File: src/rtl/mul_pipeline.sv
// Five-stage pipelined multiplier with collapsing backpressure and per-stage RAW tags.
// Define MUL_HIGH_EN to add mul_op_i and the MULH/MULHSU/MULHU high-word variants.
module mul_pipeline #(
    parameter int DATA_WIDTH     = 32,
    parameter int REGISTER_WIDTH = 5,
    parameter int ROB_IDX_WIDTH  = 4
) (
    input  logic                      clk_i,
    input  logic                      rst_ni,
    input  logic                      dec_valid_i,
    input  logic                      dec_is_mul_i,
    input  logic                      bubble_i,
    input  logic                      stall_i,
    input  logic                      flush_i,
    input  logic [DATA_WIDTH-1:0]     rs1_data_i,
    input  logic [DATA_WIDTH-1:0]     rs2_data_i,
    input  logic [REGISTER_WIDTH-1:0] wr_reg_i,
    input  logic [ROB_IDX_WIDTH-1:0]  rob_idx_i,
`ifdef MUL_HIGH_EN
    input  logic [1:0]                mul_op_i,
`endif
    input  logic                      wb_ready_i,
    output logic                      ex1_valid_o,
    output logic                      ex2_valid_o,
    output logic                      ex3_valid_o,
    output logic                      ex4_valid_o,
    output logic                      ex5_valid_o,
    output logic [REGISTER_WIDTH-1:0] ex1_wr_reg_o,
    output logic [REGISTER_WIDTH-1:0] ex2_wr_reg_o,
    output logic [REGISTER_WIDTH-1:0] ex3_wr_reg_o,
    output logic [REGISTER_WIDTH-1:0] ex4_wr_reg_o,
    output logic                      wb_valid_o,
    output logic [DATA_WIDTH-1:0]     wb_data_o,
    output logic [REGISTER_WIDTH-1:0] wb_wr_reg_o,
    output logic [ROB_IDX_WIDTH-1:0]  wb_rob_idx_o
);

`ifdef MUL_HIGH_EN
    localparam int PW = 2*DATA_WIDTH + 2;
`else
    localparam int PW = DATA_WIDTH;
`endif
    // Operand B is consumed CW bits per stage over EX2..EX4.
    localparam int CW = (PW + 2) / 3;

    typedef struct packed {
        logic                      v;
        logic [REGISTER_WIDTH-1:0] wr;
        logic [ROB_IDX_WIDTH-1:0]  rob;
`ifdef MUL_HIGH_EN
        logic [1:0]                op;
`endif
        logic [PW-1:0]             a;
        logic [PW-1:0]             b;
        logic [PW-1:0]             acc;
    } stage_t;

    stage_t                    st_q [1:4];
    stage_t                    st_d [1:4];
    stage_t                    entry;
    logic                      ex5_valid_q, ex5_valid_d;
    logic [REGISTER_WIDTH-1:0] ex5_wr_q, ex5_wr_d;
    logic [ROB_IDX_WIDTH-1:0]  ex5_rob_q, ex5_rob_d;
    logic [DATA_WIDTH-1:0]     ex5_data_q, ex5_data_d;
    logic [5:1]                hold;
    logic                      accept;

    // One shift-and-add step: acc += a * b[CW-1:0]; then a <<= CW, b >>= CW.
    function automatic stage_t step(input stage_t s);
        stage_t t;
        t     = s;
        t.acc = s.acc + s.a * PW'(s.b[CW-1:0]);
        t.a   = s.a << CW;
        t.b   = s.b >> CW;
        return t;
    endfunction

    always_comb begin
        hold[5] = ex5_valid_q & ~wb_ready_i;
        hold[4] = st_q[4].v & hold[5];
        hold[3] = st_q[3].v & hold[4];
        hold[2] = st_q[2].v & hold[3];
        hold[1] = st_q[1].v & hold[2];
        accept  = dec_valid_i & dec_is_mul_i & ~bubble_i & ~stall_i & ~flush_i & ~hold[1];
    end

    always_comb begin
        entry     = '0;
        entry.v   = 1'b1;
        entry.wr  = wr_reg_i;
        entry.rob = rob_idx_i;
`ifdef MUL_HIGH_EN
        entry.op  = mul_op_i;
        entry.a   = {{(PW-DATA_WIDTH){rs1_data_i[DATA_WIDTH-1] & (mul_op_i == 2'b01 || mul_op_i == 2'b10)}},
                     rs1_data_i};
        entry.b   = {{(PW-DATA_WIDTH){rs2_data_i[DATA_WIDTH-1] & (mul_op_i == 2'b01)}}, rs2_data_i};
`else
        entry.a   = rs1_data_i;
        entry.b   = rs2_data_i;
`endif
    end

    always_comb begin
        st_d[1] = st_q[1];
        if (!hold[1]) begin
            if (accept) st_d[1] = entry;
            else        st_d[1].v = 1'b0;
        end
        st_d[2] = hold[2] ? st_q[2] : step(st_q[1]);
        st_d[3] = hold[3] ? st_q[3] : step(st_q[2]);
        st_d[4] = hold[4] ? st_q[4] : step(st_q[3]);

        ex5_valid_d = ex5_valid_q;
        ex5_wr_d    = ex5_wr_q;
        ex5_rob_d   = ex5_rob_q;
        ex5_data_d  = ex5_data_q;
        if (!hold[5]) begin
            ex5_valid_d = st_q[4].v;
            ex5_wr_d    = st_q[4].wr;
            ex5_rob_d   = st_q[4].rob;
`ifdef MUL_HIGH_EN
            ex5_data_d  = (st_q[4].op == 2'b00) ? st_q[4].acc[DATA_WIDTH-1:0]
                                                : st_q[4].acc[2*DATA_WIDTH-1:DATA_WIDTH];
`else
            ex5_data_d  = st_q[4].acc[DATA_WIDTH-1:0];
`endif
        end
    end

    always_ff @(posedge clk_i or negedge rst_ni) begin
        if (!rst_ni) begin
            st_q[1]     <= '0;
            st_q[2]     <= '0;
            st_q[3]     <= '0;
            st_q[4]     <= '0;
            ex5_valid_q <= 1'b0;
            ex5_wr_q    <= '0;
            ex5_rob_q   <= '0;
            ex5_data_q  <= '0;
        end else begin
            st_q[1]     <= st_d[1];
            st_q[2]     <= st_d[2];
            st_q[3]     <= st_d[3];
            st_q[4]     <= st_d[4];
            ex5_valid_q <= ex5_valid_d;
            ex5_wr_q    <= ex5_wr_d;
            ex5_rob_q   <= ex5_rob_d;
            ex5_data_q  <= ex5_data_d;
        end
    end

    assign ex1_valid_o  = st_q[1].v;
    assign ex2_valid_o  = st_q[2].v;
    assign ex3_valid_o  = st_q[3].v;
    assign ex4_valid_o  = st_q[4].v;
    assign ex5_valid_o  = ex5_valid_q;
    assign ex1_wr_reg_o = st_q[1].wr;
    assign ex2_wr_reg_o = st_q[2].wr;
    assign ex3_wr_reg_o = st_q[3].wr;
    assign ex4_wr_reg_o = st_q[4].wr;
    assign wb_valid_o   = ex5_valid_q;
    assign wb_data_o    = ex5_data_q;
    assign wb_wr_reg_o  = ex5_wr_q;
    assign wb_rob_idx_o = ex5_rob_q;

endmodule

File: config.mk
export PLATFORM = sky130hd
export DESIGN_NAME = mul_pipeline
export DESIGN_NICKNAME = d
export VERILOG_FILES = /design/src/rtl/mul_pipeline.sv
export SDC_FILE = /design/constraint.sdc
export NUM_CORES = 2
export LEC_CHECK = 0
export BUFFER_PORTS_ARGS = -buffer_cell sky130_fd_sc_hd__buf_4
export CAP_MARGIN = 20
export CELL_PAD_IN_SITES_DETAIL_PLACEMENT = 2
export CELL_PAD_IN_SITES_GLOBAL_PLACEMENT = 2
export CORE_MARGIN = 10
export CORE_UTILIZATION = 44
export DETAILED_ROUTE_END_ITERATION = 10
export PLACE_DENSITY = 0.95
export SLEW_MARGIN = 15
export SYNTH_ARGS = -nofsm -noshare
export SYNTH_HDL_FRONTEND = slang
export SYNTH_SLANG_ARGS = --single-unit
File: constraint.sdc
create_clock -name clk_i -period 14.6 [get_ports clk_i]
set_clock_uncertainty 0.2 [all_clocks]
set_input_delay 1.46 -clock clk_i [delete_from_list [all_inputs] [get_ports clk_i]]
set_output_delay 1.46 -clock clk_i [all_outputs]
set_load 0.02 [all_outputs]
==> Word level (Yosys, flattened, before mapping) <==
Index checks and enable logic that the tools add are counted.
Widths: inputs -> output; s select.
{ "totals": {"ff_bits": 304, "input_bits": 81, "out_inout_bits": 67} }
{ "classes": {"add_sub_neg": 2, "bitwise": 15, "n_mul": 3, "n_mux": 1, "n_reduce_logical": 1} }
{ "ops": {"columns": ["operator", "count"], "rows": [
  ["$add 32x32->32", 2],
  ["$mul 32x11->32", 1],
  ["$mul 21x11->21", 1],
  ["$and 1x1->1", 10],
  ["$mul 10x10->10", 1],
  ["$not 1->1", 5],
  ["$reduce_and 2->1", 1],
  ["$mux 1", 1]
]} }

==> Depth between registers and ports, before layout <==
{ "depth": {"word_depth": 9, "mapped_depth": 30} }

==> Worst setup path before layout <==
No wires, ideal clock.
{ "synth_path": {"path_kind": "reg-to-reg", "start": "register st_q[246] (netlist bit)", "end": "register st_q[137] (netlist bit)", "period_less_slack_ns": 6.619, "n_path_buf": 2, "t_arrival_ns": 6.343, "slack_ns": 7.981, "stages_incl_launch_ff": 26, "path_cell_list": "dfrtp_1 -> clkbuf_1 -> clkbuf_1 -> nand2_1 -> fa_1 -> fa_1 -> fa_1 -> inv_1 -> fa_1 -> inv_1 -> fa_1 -> inv_1 -> ha_1 -> nor4_1 -> nand2b_1 -> o21bai_1 -> a21oi_1 -> xnor2_1 -> ha_1 -> nand2_1 -> o21ai_0 -> o31ai_1 -> o31ai_1 -> o41ai_4 -> xnor3_1 -> o21ai_1"} }
{ "synth_via": {"elab_chain_len": 2} }
{ "synth_lines": {"columns": ["item", "line", "text"], "rows": [
  ["start, declared", "58", "stage_t st_q [1:4];"],
  ["$mul 21x11->21", "72", "t.acc = s.acc + s.a * PW'(s.b[CW-1:0]);"],
  ["$add 32x32->32", "72", null]
]} }
Every way passes these cells.
A chain may end at the register's enable or synchronous reset.

==> Worst setup path after layout <==
Ends and elaborated chain as after synthesis.

==> results_dict.tcl <==
set metrics [dict create \
    syn-cell-area_um2 27300 \
    crit_type "reg -> reg" \
    hold_depth 2 \
    rsz0062_at_grt "false" \
    hold_buffers 0 \
    htreeDepth 2 \
    yosys_warnings 0 \
    syn_nets 3458 \
    drc_errors 0 \
    num-fill-cells 6384 \
    wl_per_cell_um 30.6 \
    path_cells "nand2_1 -> fa_1 -> fa_1 -> inv_1 -> fa_1 -> fa_1 -> inv_1 -> fa_1 -> inv_1 -> ha_1 -> a21o_1 -> a21oi_1 -> nor2_1 -> a21oi_1 -> o31ai_1 -> o41ai_1 -> xnor2_1 -> ha_1 -> nand3_1 -> o31ai_1 -> o41ai_4 -> xnor3_1 -> o21ai_1" \
    drv_slew 0 \
    drtPass1Iterations 5 \
    rrSetupSlack_ns 6.48 \
    ys_types 66 \
    fmax_mhz 123 \
    core_region_area_um2 61500 \
    antenna_found_initial 0 \
    synth-seq-area-share_pct 27.9 \
    rr_endpoint "st_q[137]" \
    r2r.worst_path.cells 23 \
    crit_slowest_cell "dfrtp_1" \
    grt_pass1_wl_mm 175 \
    path_buf_inv 3 \
    post-route-period-util_pct 55.6 \
    dieArea_um2 72300 \
    cts_tree "built" \
    synth_edf_count 0 \
    synth_seq_cells 304 \
    fp.dieW_um 269 \
    maxCapViolCount 0 \
    clock_latency_ns 0.61 \
    hold_viol_final 0 \
    area_delta_synth_final_pct 10.9 \
    cts_setup_buffers 0 \
    cts_made_buffers 39 \
    io_pins 148 \
    cp_max_fo 20 \
    antenna_cells 0 \
    seq_area_um2 7610 \
    worstHoldStart "st_q[376]" \
    ant_nets 0 \
    drive_gt1_share_pct 12.2 \
    cp_common_cell "fa_1" \
    post_cts_resized 0 \
    path_clk_slew_ns 0.07 \
    arrival_ns 8.46 \
    min_period_ns 8.12 \
    postSynthCellCount 2873 \
    multi_input_area_um2 17700 \
    synth-async-reset-ratio_pct 100 \
    tns_ns 0 \
    relSlewSlack_pct 25.3 \
    wirelength_mm 114 \
    syn_avg_cell_area_um2 9.49 \
    max_stage_delay_ns 0.84 \
    place_hpwl_mm 72.4 \
    port_buffers 147 \
    grtUsageTotal_pct 32.3 \
    holdCritPathClass "reg -> reg" \
    rows 91 \
    drt-initial-drc-count 1451 \
    gp_congestion 0.853 \
    synthFlopType "dfrtp_1" \
    cts-root-buf "clkbuf_16" \
    grt_pass1_vias 27300 \
    grt_start_max_net_pins 92 \
    hold_end "st_q[259]" \
    layout.nets 3503 \
    vias 22000 \
    cts.sinks 304 \
    gr-total-overflow 0 \
    chipHeight_um 269 \
    setup_viol 0 \
    worst_pin_slew_ns 1.12 \
    outcome "completed" \
    via_per_inst 5.90 \
    timing.rr.start "st_q[246]" \
    initial_core_util_pct 44.3 \
    critPathCaptureType "flop" \
    clk_path_buf_depth 3 \
    cp_top_family "adder cells" \
    required_ns 14.94 \
    worst_setup_path_start_kind "flop" \
]
-- cell usage in the layout, fill, tap and decap left out, drive strengths merged, types with 61 or more instances in the layout --
cell,synthesis,routed
dfrtp,304,304
mux2,114,114
and2,202,202
nand2,770,770
fa,363,363
buf,41,170
inv,335,337
ha,141,141
xnor2,84,84
nor2,61,61
a21oi,72,72
-- flip-flops by register name, summed over array words and instances, names as in the netlist --
name,cells
ex2_valid_o,1
ex4_wr_reg_o,5
wb_rob_idx_o,4
ex1_valid_o,1
ex2_wr_reg_o,5
wb_wr_reg_o,5
ex5_valid_o,1
ex3_valid_o,1
ex3_wr_reg_o,5
wb_data_o,32
st_q,238
ex1_wr_reg_o,5
ex4_valid_o,1
-- how the worst max path moves through the flow --
stage / startpoint / end / slack (ns) / depth (start not counted)
after CTS: st_q[246] / st_q[137] / 6.56 / 23
final: st_q[246] / st_q[137] / 6.48 / 23
after global routing: st_q[246] / st_q[137] / 6.21 / 23
after global placement: st_q[246] / st_q[137] / 7.55 / 23
after floorplan: st_q[246] / st_q[137] / 7.98 / 25
after detailed placement: st_q[246] / st_q[137] / 7.05 / 22
-- routing by layer --
metal	vias up	wire length [um]	GRT usage, %
met4	0	8600	21.2
met3	536	5860	5.60
met2	1012	60600	59.6
met5	-	0	0
met1	11600	39000	33.2
li1	8914	-	-
-- cells by family (layout without fill, tap and decap cells) --
family                   Yosys count  in the layout  synth area share (%)
buffers and inverters            501            574                  7.22
AO/OA/AOI/OAI                    228            228                  5.50
flip-flops                       304            304                  27.9
XOR/XNOR                         119            119                  3.87
AND/OR/NAND/NOR                 1102           1102                  17.6
multiplexers                     115            115                  4.74
adder cells (fa/ha/maj)          504            504                  33.1
-- layout make-up --
cell class	instances	area share [%]
tap	790	3.27
inverter	335	4.16
clock inverter	15	0.707
timing repair buffer	170	4.48
multi-input combinational	2068	58.6
sequential	304	25.2
clock buffer	54	3.64
-- worst min-delay path, delay by kind of cell, from the launching register on --
| kind | cells | cell delay [ns] |
|---|---|---|
| flops | 1 | 0.34 |
| simple gates | 2 | 0.10 |
-- cell usage after synthesis (44+ instances only) --
cell type | count | share of area, %
a21oi_1 | 71 | 1.3
and2_1 | 202 | 4.6
clkbuf_1 | 125 | 1.7
dfrtp_1 | 304 | 28
fa_1 | 363 | 27
ha_1 | 141 | 6.5
inv_1 | 335 | 4.6
mux2_2 | 109 | 4.5
nand2_1 | 770 | 11
nor2_1 | 60 | 0.83
o21ai_0 | 44 | 0.81
xnor2_1 | 84 | 2.7
-- stage by stage --
stage               util [%]  cells  worst slack, ns  cell area (um2)  hold slack [ns]
floorplan                  -   2873             7.98            27300            0.235
global placement        46.9   3663             7.55            28800            0.246
detailed placement      46.9   3663             7.05            28800            0.265
CTS                     49.0   3732             6.56            30100            0.281
global route            49.2   3736             6.21            30200            0.316
finish                  49.2   3736             6.48            30200            0.273
Power is not shown: default switching activity piles up to over one toggle a cycle in this logic, so the estimate is an artifact.
